<file path="config.mk">
export PLATFORM = sky130hd
export DESIGN_NAME = vfpu_fma_arb
export DESIGN_NICKNAME = d
export VERILOG_FILES = /design/src/rtl/vfpu_fma_arb.sv
export SDC_FILE = /design/constraint.sdc
export NUM_CORES = 1
export LEC_CHECK = 0
export BUFFER_PORTS_ARGS = -buffer_cell sky130_fd_sc_hd__buf_2
export CORE_AREA = 2 2 220 222
export DETAILED_ROUTE_END_ITERATION = 6
export DIE_AREA = 0 0 222 224
export HOLD_SLACK_MARGIN = 0.05
export SYNTH_ARGS = -nofsm -noshare
export SYNTH_HDL_FRONTEND = slang
export SYNTH_SLANG_ARGS = --single-unit
</file>
<file path="constraint.sdc">
create_clock -name clk -period 3.6 [get_ports clk]
set_clock_uncertainty 0.1 [all_clocks]
set_input_delay 0.54 -clock clk [delete_from_list [all_inputs] [get_ports clk]]
set_output_delay 0.54 -clock clk [all_outputs]
set_load 0.02 [all_outputs]
</file>
<file path="src/rtl/vfpu_fma_arb.sv">
// vfpu_fma_arb: round-robin issue arbiter sharing one in-order FMA datapath across NUM_REQ lanes.
// Define VFPU_FMA_ARB_PERF_EN to add saturating issue and special-result counters.
module vfpu_fma_arb #(
    parameter int NUM_REQ = 4,
    parameter int ID_W    = 2,
    parameter int MAX_OUT = 8
) (
    input  logic                   clk,
    input  logic                   rst_n,
    input  logic [NUM_REQ-1:0]     req_valid,
    output logic [NUM_REQ-1:0]     req_ready,
    input  logic [32*NUM_REQ-1:0]  req_op_a,
    input  logic [32*NUM_REQ-1:0]  req_op_b,
    input  logic [32*NUM_REQ-1:0]  req_op_c,
    input  logic [NUM_REQ-1:0]     req_nj_mode,
    input  logic [NUM_REQ-1:0]     req_inv_mask,
    output logic                   fma_valid,
    output logic [31:0]            fma_op_a,
    output logic [31:0]            fma_op_b,
    output logic [31:0]            fma_op_c,
    output logic                   fma_nj_mode,
    output logic                   fma_inv_mask,
    input  logic                   fma_res_valid,
    input  logic [31:0]            fma_res,
    input  logic                   fma_spec_mask,
    output logic [NUM_REQ-1:0]     rsp_valid,
    output logic [31:0]            rsp_data,
    output logic                   rsp_spec,
    output logic                   err_tag
`ifdef VFPU_FMA_ARB_PERF_EN
    ,
    output logic [15:0]            perf_issue_cnt,
    output logic [15:0]            perf_spec_cnt
`endif
);
    localparam int PTR_W = $clog2(MAX_OUT);
    localparam int CNT_W = PTR_W + 1;

    logic [ID_W-1:0]  rr_ptr, win, idx;
    logic             found, accept, pop;
    logic [CNT_W-1:0] count, credits;
    logic [PTR_W-1:0] wr_ptr, rd_ptr;
    logic [ID_W-1:0]  tags [MAX_OUT];

    // Credits mirror free tag slots, so the FIFO can never overflow.
    assign credits = CNT_W'(MAX_OUT) - count;
    assign pop     = fma_res_valid && count != '0;
    assign accept  = found && (credits != '0 || fma_res_valid);
    assign req_ready = accept ? NUM_REQ'(1) << win : '0;

    always_comb begin
        found = 1'b0;
        win   = '0;
        idx   = '0;
        for (int k = 0; k < NUM_REQ; k++) begin
            idx = ID_W'((int'(rr_ptr) + k) % NUM_REQ);
            if (!found && req_valid[idx]) begin
                found = 1'b1;
                win   = idx;
            end
        end
    end

    always_ff @(posedge clk) begin
        if (accept) tags[wr_ptr] <= win;
    end

    always_ff @(posedge clk or negedge rst_n) begin
        if (!rst_n) begin
            rr_ptr       <= '0;
            wr_ptr       <= '0;
            rd_ptr       <= '0;
            count        <= '0;
            fma_valid    <= 1'b0;
            fma_op_a     <= '0;
            fma_op_b     <= '0;
            fma_op_c     <= '0;
            fma_nj_mode  <= 1'b0;
            fma_inv_mask <= 1'b0;
            rsp_valid    <= '0;
            rsp_data     <= '0;
            rsp_spec     <= 1'b0;
            err_tag      <= 1'b0;
        end else begin
            fma_valid <= accept;
            rsp_valid <= pop ? NUM_REQ'(1) << tags[rd_ptr] : '0;
            if (accept) begin
                fma_op_a     <= req_op_a[32*int'(win) +: 32];
                fma_op_b     <= req_op_b[32*int'(win) +: 32];
                fma_op_c     <= req_op_c[32*int'(win) +: 32];
                fma_nj_mode  <= req_nj_mode[win];
                fma_inv_mask <= req_inv_mask[win];
                rr_ptr       <= win == ID_W'(NUM_REQ - 1) ? '0 : win + ID_W'(1);
                wr_ptr       <= wr_ptr + PTR_W'(1);
            end
            if (pop) begin
                rd_ptr   <= rd_ptr + PTR_W'(1);
                rsp_data <= fma_res;
                rsp_spec <= fma_spec_mask;
            end
            if (accept != pop) count <= accept ? count + CNT_W'(1) : count - CNT_W'(1);
            if (fma_res_valid && count == '0) err_tag <= 1'b1;
        end
    end

`ifdef VFPU_FMA_ARB_PERF_EN
    always_ff @(posedge clk or negedge rst_n) begin
        if (!rst_n) begin
            perf_issue_cnt <= '0;
            perf_spec_cnt  <= '0;
        end else begin
            if (accept && perf_issue_cnt != 16'hFFFF) perf_issue_cnt <= perf_issue_cnt + 16'd1;
            if (|rsp_valid && rsp_spec && perf_spec_cnt != 16'hFFFF) perf_spec_cnt <= perf_spec_cnt + 16'd1;
        end
    end
`endif
endmodule
</file>
==> results of run 1 <==
[worst register-to-register path: cells and delay by family (launching register included)]
family	cells	cell delay (ps)
buf+inv	2	590
flops	1	460
compound gates	2	460
mux	1	420
simple gates	1	200
[per-layer routing]
layer / vias up / wire length [um] / track usage [%]
met3: 54 / 2210 / 4.22
met5: - / 31 / 0
li1: 4081 / - / -
met4: 4 / 834 / 4.88
met1: 4213 / 13200 / 15.4
met2: 394 / 16800 / 22.5
[layout make-up]
type | instances | area (um2) | area share [%]
multi-input cells | 580 | 4270 | 33.0
flip-flops and latches | 165 | 4210 | 32.5
repair buffers | 590 | 3080 | 23.8
well taps | 615 | 769 | 5.94
clock buffers | 17 | 425 | 3.28
clock inverters | 15 | 166 | 1.28
inverters | 6 | 25.0 | 0.193
diodes | 2 | 5.00 | 0.0386
[flip-flops by register name (all words and copies together) (netlist names), 2 cells and up]
name	flops
fma_op_a	32
fma_op_b	32
fma_op_c	32
rsp_data	32
tags	16
count	4
rsp_valid	4
rd_ptr	3
wr_ptr	3
rr_ptr	2
[cell usage after synthesis (all sizes together)]
master	count	area, um2
nor4	2	12.5
mux4	4	90.1
buf	34	264
and2	4	25.0
a21oi	3	15.0
o221ai	98	858
nor2b	3	18.8
o31ai	1	7.51
mux2i	198	1980
nor3b	3	22.5
nor2	8	30.0
and3	2	12.5
nand3b	1	7.51
o221a	1	11.3
fa	1	20.0
nor4b	2	17.5
nand2b	1	6.26
nand2	216	821
o21ai	3	15.0
dfrtp	149	3730
clkbuf	31	116
edfxtp	16	480
ha	8	100
a32o	2	20.0
o311ai	1	8.76
inv	6	25.0
o32a	1	10.0
nor3	5	25.0
a211o	1	8.76
mux2	1	11.3
xnor2	8	77.6
a21o	2	15.0
[cell usage in the layout, fill, tap and decap left out, types with 3 or more instances in the layout]
master / n
edfxtp_1: 16
dfrtp_1: 149
inv_6: 4
a21oi_1: 3
clkbuf_16: 17
ha_1: 8
nand2_1: 214
buf_4: 11
nor3b_1: 3
nor2_1: 7
and2_1: 4
mux2i_1: 198
nor3_1: 5
xnor2_1: 7
mux4_2: 4
inv_1: 3
buf_2: 571
buf_12: 6
o221ai_1: 98
inv_8: 3
nor2b_1: 3
[cell families after synthesis]
family | Yosys count
compound gates | 113
flops | 165
simple gates | 247
fa+ha+maj | 9
mux | 203
buf+inv | 71
xor+xnor | 8
[power by group]
part           leakage (nW)  switching [mW]  internal (mW)  total, mW
sequential             1.94           0.545           2.73       3.28
clock                 0.289           0.849           1.04       1.89
combinational          4.37            3.05           1.98       5.03
[worst paths after layout]
kind / from / to / slack, ps
max: rr_ptr[0]$_DFFE_PN0P_ / req_ready[0] / 790
max reg2reg: rr_ptr[0]$_DFFE_PN0P_ / fma_op_b[12]$_DFFE_PN0P_ / 1230
min reg2reg: rsp_data[27]$_DFFE_PN0P_ / rsp_data[27]$_DFFE_PN0P_ / 370
max in group asynchronous: rst_n / fma_op_b[8]$_DFFE_PN0P_ / 2140
min: fma_res[26] / rsp_data[26]$_DFFE_PN0P_ / 160
min in group asynchronous: rst_n / rd_ptr[2]$_DFFE_PN0P_ / 520
==> run metrics, run 1 <==
Initial Utilization 18.7%; CTS Buf Count 17; Crit path required time about 3000 ps; max cap viols 0; Post-CTS Setup Bufs 0; Critical Path Stages 7; die area about 50000 um2; Residual DRC 0; Slew headroom 52.2%; cell depth of the worst flop-to-flop path 6; CTS Sinks approximately 170; Arr. time, crit path ~2200 ps; global-route wire length before repair ~50000 um; RSZ-0062 raised after global routing false; Hold Crit Class in2reg; initial antenna violation count 6; CP endpoint kind output pin; Leakage 6.60 nW; Worst-Skew Late Latency between 400 and 500 ps; CP max-delay cell dfrtp_1; largest family of logic cells by synthesized area multiplexers; GRT Total Usage 13.2%; WL final ~33000 um; pwr dens between 700 and 800 nW/um2; fin area about 13000 um2; dpl hpwl around 26000 um; vias between 8000 and 9000; delay-heaviest family, CP compound AO/OA/AOI/OAI gates; TritonRoute pass-1 iters 4; post-synthesis simple-gate area fraction 11.3%; clock buffer depth 2; fin crit share 78.0%; nets@finish ~1800; Hold WS 162 ps; Worst IR Drop VDD approximately 0.36 mV; outcome complete, no violations; fmax around 0.36 GHz; Syn Area/Cell between 10 and 15 um2; Rows 80; Die W 222 um; startpoint types flop; vias in the first global route about 8900; Ports between 500 and 600; Mapped Cells 816; Placer Congestion ~0.9; Post-Syn Area 8860 um2; # fillers around 5000; Finish-stage setup viols 0; total gr overflow 0; core area 47300 um2; Syn Nets ~1300; critical path, cell by cell nor2b_1 > a21oi_1 > o221a_2 > inv_2 > ha_1 > and2_1 > buf_2; fin crit period around 2800 ps; Placed Area about 12000 um2; share of layout cells above drive strength 1 46.1%; non-filler cells, final 1990; Slew Limit Fails 0; Synth Area in XOR/XNOR less than 1%; vias per cell about 4.4; Synth Register Bits roughly 170; sequential area share after synthesis 47.5%; DR WL/cell about 17 um; Post-DRT Antenna Nets 0; setup TNS 0 ps; Overall Power between 10 and 15 mW; Hold Buf Count CTS 1; Slew @ Worst Pin roughly 720 ps; Final Worst Setup Slack slightly below 800 ps; Layout area overhead 46.1%; CTS root buffer clkbuf_16; initial DRC count about 350; CTS tree yes; Die Span Y roughly 220 um; WS Path Type reg2out; synth unique cells just over 40; Worst Path Max Fanout 12; largest net degree at the start of global routing roughly 100; adder-cell share of the synthesized area 1.36%; CTS H-tree lvls 4; post-synthesis mux area share approximately a quarter; Clock transition at path regs 70 ps; placed cell count ~2000; fin util between 20% and 30%; synth warn 0; post-place setup slack approximately 930 ps; number of buffers added on ports 572; compound-gate portion of the synthesized area a little over a tenth; hold depth 3; WP buf/inv 2; CTS resizes 0; crit-path max cell delay 470 ps; final hold vios 0
Note: power is estimated with default switching activity, not from simulation.
==> run 2, diff against run 1 <==
--- a/config.mk
+++ b/config.mk
@@ -6,9 +6,9 @@
 export NUM_CORES = 1
 export LEC_CHECK = 0
 export BUFFER_PORTS_ARGS = -buffer_cell sky130_fd_sc_hd__buf_2
-export CORE_AREA = 2 2 220 222
+export CORE_AREA = 2 2 225 227
 export DETAILED_ROUTE_END_ITERATION = 6
-export DIE_AREA = 0 0 222 224
+export DIE_AREA = 0 0 227 229
 export HOLD_SLACK_MARGIN = 0.05
 export SYNTH_ARGS = -nofsm -noshare
 export SYNTH_HDL_FRONTEND = slang
==> constraint.sdc (replaced) <==
create_clock -name clk -period 2.35 [get_ports clk]
set_clock_uncertainty 0.1 [all_clocks]
set_input_delay 0.3525 -clock clk [delete_from_list [all_inputs] [get_ports clk]]
set_output_delay 0.3525 -clock clk [all_outputs]
set_load 0.02 [all_outputs]
==> run 2 against run 1 <==
Via count is 3.1% higher. The run now ends with negative setup slack left. Combinational power is 67% higher. Critical endpoint unchanged. Total power is 61% higher. Clock power is 58% higher. Core utilization is 0.61 points higher.
==> run metrics, run 2 (same netlist as run 1, synthesis figures left out) <==
outcome finished with violations (was complete, no violations); violations in the final reports negative setup slack; Placed Area 12700 um2 (was 12300 um2); Worst-Skew Late Latency 470 ps (was 460 ps); GRT Total Usage 13.3% (was 13.2%); die area 52000 um2 (was 49700 um2); Placer Congestion 0.937 (was 0.907); Finish-stage setup viols 4 (was 0); Rows 82 (was 80); vias in the first global route 9500 (was 8869); CP max-delay cell dfrtp_2 (was dfrtp_1); setup TNS -198 ps (was 0 ps); sequential share of power 30.7% (was 32.1%); Die W 227 um (was 222 um); WS Path Type reg2out (unchanged); Sw Ratio 44.3% (was 43.6%); commonest non-fill, non-tap cell in the layout buf_2 (unchanged); largest net degree at the start of global routing 59 (was 99); Int Pwr 9.16 mW (was 5.75 mW); Hold Crit Class in2reg (unchanged); initial antenna violation count 5 (was 6); Initial Utilization 17.8% (was 18.7%); CTS Buf Count 17 (unchanged); CTS root buffer clkbuf_16 (unchanged); DR WL/cell 16.7 um (about the same); Crit path required time 1900 ps (was 2960 ps); Post-DRT Antenna Nets 0 (unchanged); fin crit share 103%; Worst Setup SP rr_ptr[0]$_DFFE_PN0P_ (unchanged); Worst Path Max Fanout 4 (was 12); Slew @ Worst Pin 872 ps (was 717 ps); CTS tree yes (unchanged); pwr dens 1180 nW/um2 (was 787 nW/um2); vias 9020 (was 8746); Arr. time, crit path 1970 ps (was 2170 ps); Leakage 6.99 nW (was 6.60 nW); fmax 0.413 GHz; Worst Min Path Start req_op_c[58] (was fma_res[26]); WL final 35400 um (was 33100 um); CTS Sinks 165 (unchanged); Clk pwr share 18.1% (was 18.5%); Ports 573 (unchanged); core area 49700 um2 (was 47300 um2); TritonRoute pass-1 iters 4 (unchanged); dpl hpwl 27600 um (was 25800 um); post-place setup slack 85.0 ps (was 930 ps); CTS H-tree lvls 4 (unchanged); CP endpoint kind output pin (unchanged); Slew headroom 41.8% (was 52.2%); Clock transition at path regs 80 ps (was 70 ps); vias per cell 4.25 (was 4.39); Logic pwr share 51.2% (was 49.4%); number of buffers added on ports 572 (unchanged); startpoint types flop (unchanged); Die Span Y 229 um (was 224 um); RSZ-0062 raised after global routing true (was false); Worst IR Drop VDD 0.566 mV (was 0.360 mV); Slew Limit Fails 0 (unchanged); fin crit period ~2400 ps; max cap viols 0 (unchanged); final hold vios 0 (unchanged); clock buffer depth 2 (unchanged); Layout area overhead 56.7% (was 46.1%); most frequent cells in the layout 567 x buf_2, 214 x nand2_1, 198 x mux2i_1 (was 571 x buf_2, 214 x nand2_1, 198 x mux2i_1); initial DRC count 348 (was 347); worst r2r src rr_ptr[1]$_DFFE_PN0P_ (was rr_ptr[0]$_DFFE_PN0P_); critical path, cell by cell nor2b_2 > a21oi_1 > o221a_2 > inv_4 > ha_4 > and2_4 > buf_6 (was nor2b_1 > a21oi_1 > o221a_2 > inv_2 > ha_1 > and2_1 > buf_2); global-route wire length before repair 52000 um (was 49900 um); nets@finish 1875 (was 1801); share of layout cells above drive strength 1 47.3% (was 46.1%); WP buf/inv 2 (unchanged); Overall Power 16.4 mW (was 10.2 mW); total gr overflow 0 (unchanged); fin area 13900 um2 (was 13000 um2); Residual DRC 0 (unchanged); switching power 7.28 mW (was 4.44 mW); crit-path max cell delay 440 ps (was 470 ps); Final Worst Setup Slack -70.9 ps (was 790 ps); delay-heaviest family, CP flip-flops (was compound AO/OA/AOI/OAI gates)
==> run 2: path summary, 6_finish.rpt <==
check	to	slack [ps]	cells after the start
min in group asynchronous	fma_op_a[19]$_DFFE_PN0P_	320	2
max	req_ready[0]	-70	7
min reg2reg	err_tag$_DFFE_PN0P_	370	1
max reg2reg	fma_op_b[28]$_DFFE_PN0P_	150	9
min	fma_op_c[26]$_DFFE_PN0P_	90	3
max in group asynchronous	rsp_data[25]$_DFFE_PN0P_	1180	3
==> run 2: worst min-delay path, stage by stage <==
cell and delay (ps):
buf_2 80, mux2i_1 60, o221ai_1 150
==> run 2: area by class of cell <==
type	count	area [um2]
fillers	5296	35800
multi-input cells	581	4360
flip-flops and latches	165	4210
repair buffers	663	3790
well taps	672	841
clock buffers	17	425
clock inverters	15	214
inverters	6	30.0
diodes	4	10.0
==> run 2: what timing repair did <==
action	in CTS	in global routing
resized for setup	17	10
buffers inserted	3	3
pin swaps	3	5
endpoints found under the setup margin	4	5
endpoints found under the hold margin	80	0
gates cloned	0	1
hold buffers	37	0
==> run 2: power groups by stage <==
stage	logic (mW)	clock network [mW]	registers, mW
2_1_floorplan	3.97	0	6.20
3_3_place_gp	8.15	0	5.04
3_5_place_dp	8.28	0	5.05
4_1_cts	8.45	3.10	5.04
5_1_grt	9.11	3.22	5.19
6_report	8.42	2.98	5.04
==> run 2: layer usage <==
layer / global-route usage, % / up-vias / routed length, um
met4: 6.09 / 0 / 1120
met5: 0 / - / 0
met3: 3.81 / 58 / 2290
met2: 23.1 / 367 / 18000
li1: - / 4236 / -
met1: 14.9 / 4359 / 14100
==> run 2: per-stage QoR <==
step | utilization [%] | hold slack, ps | instances
3_3_place_gp | 25.6 | 257 | 2043
2_1_floorplan | - | -43.1 | 816
5_1_grt | 28.0 | 66.0 | 2123
6_report | 28.0 | 90.5 | 2123
3_5_place_dp | 25.6 | 260 | 2043
4_1_cts | 27.8 | 50.4 | 2115
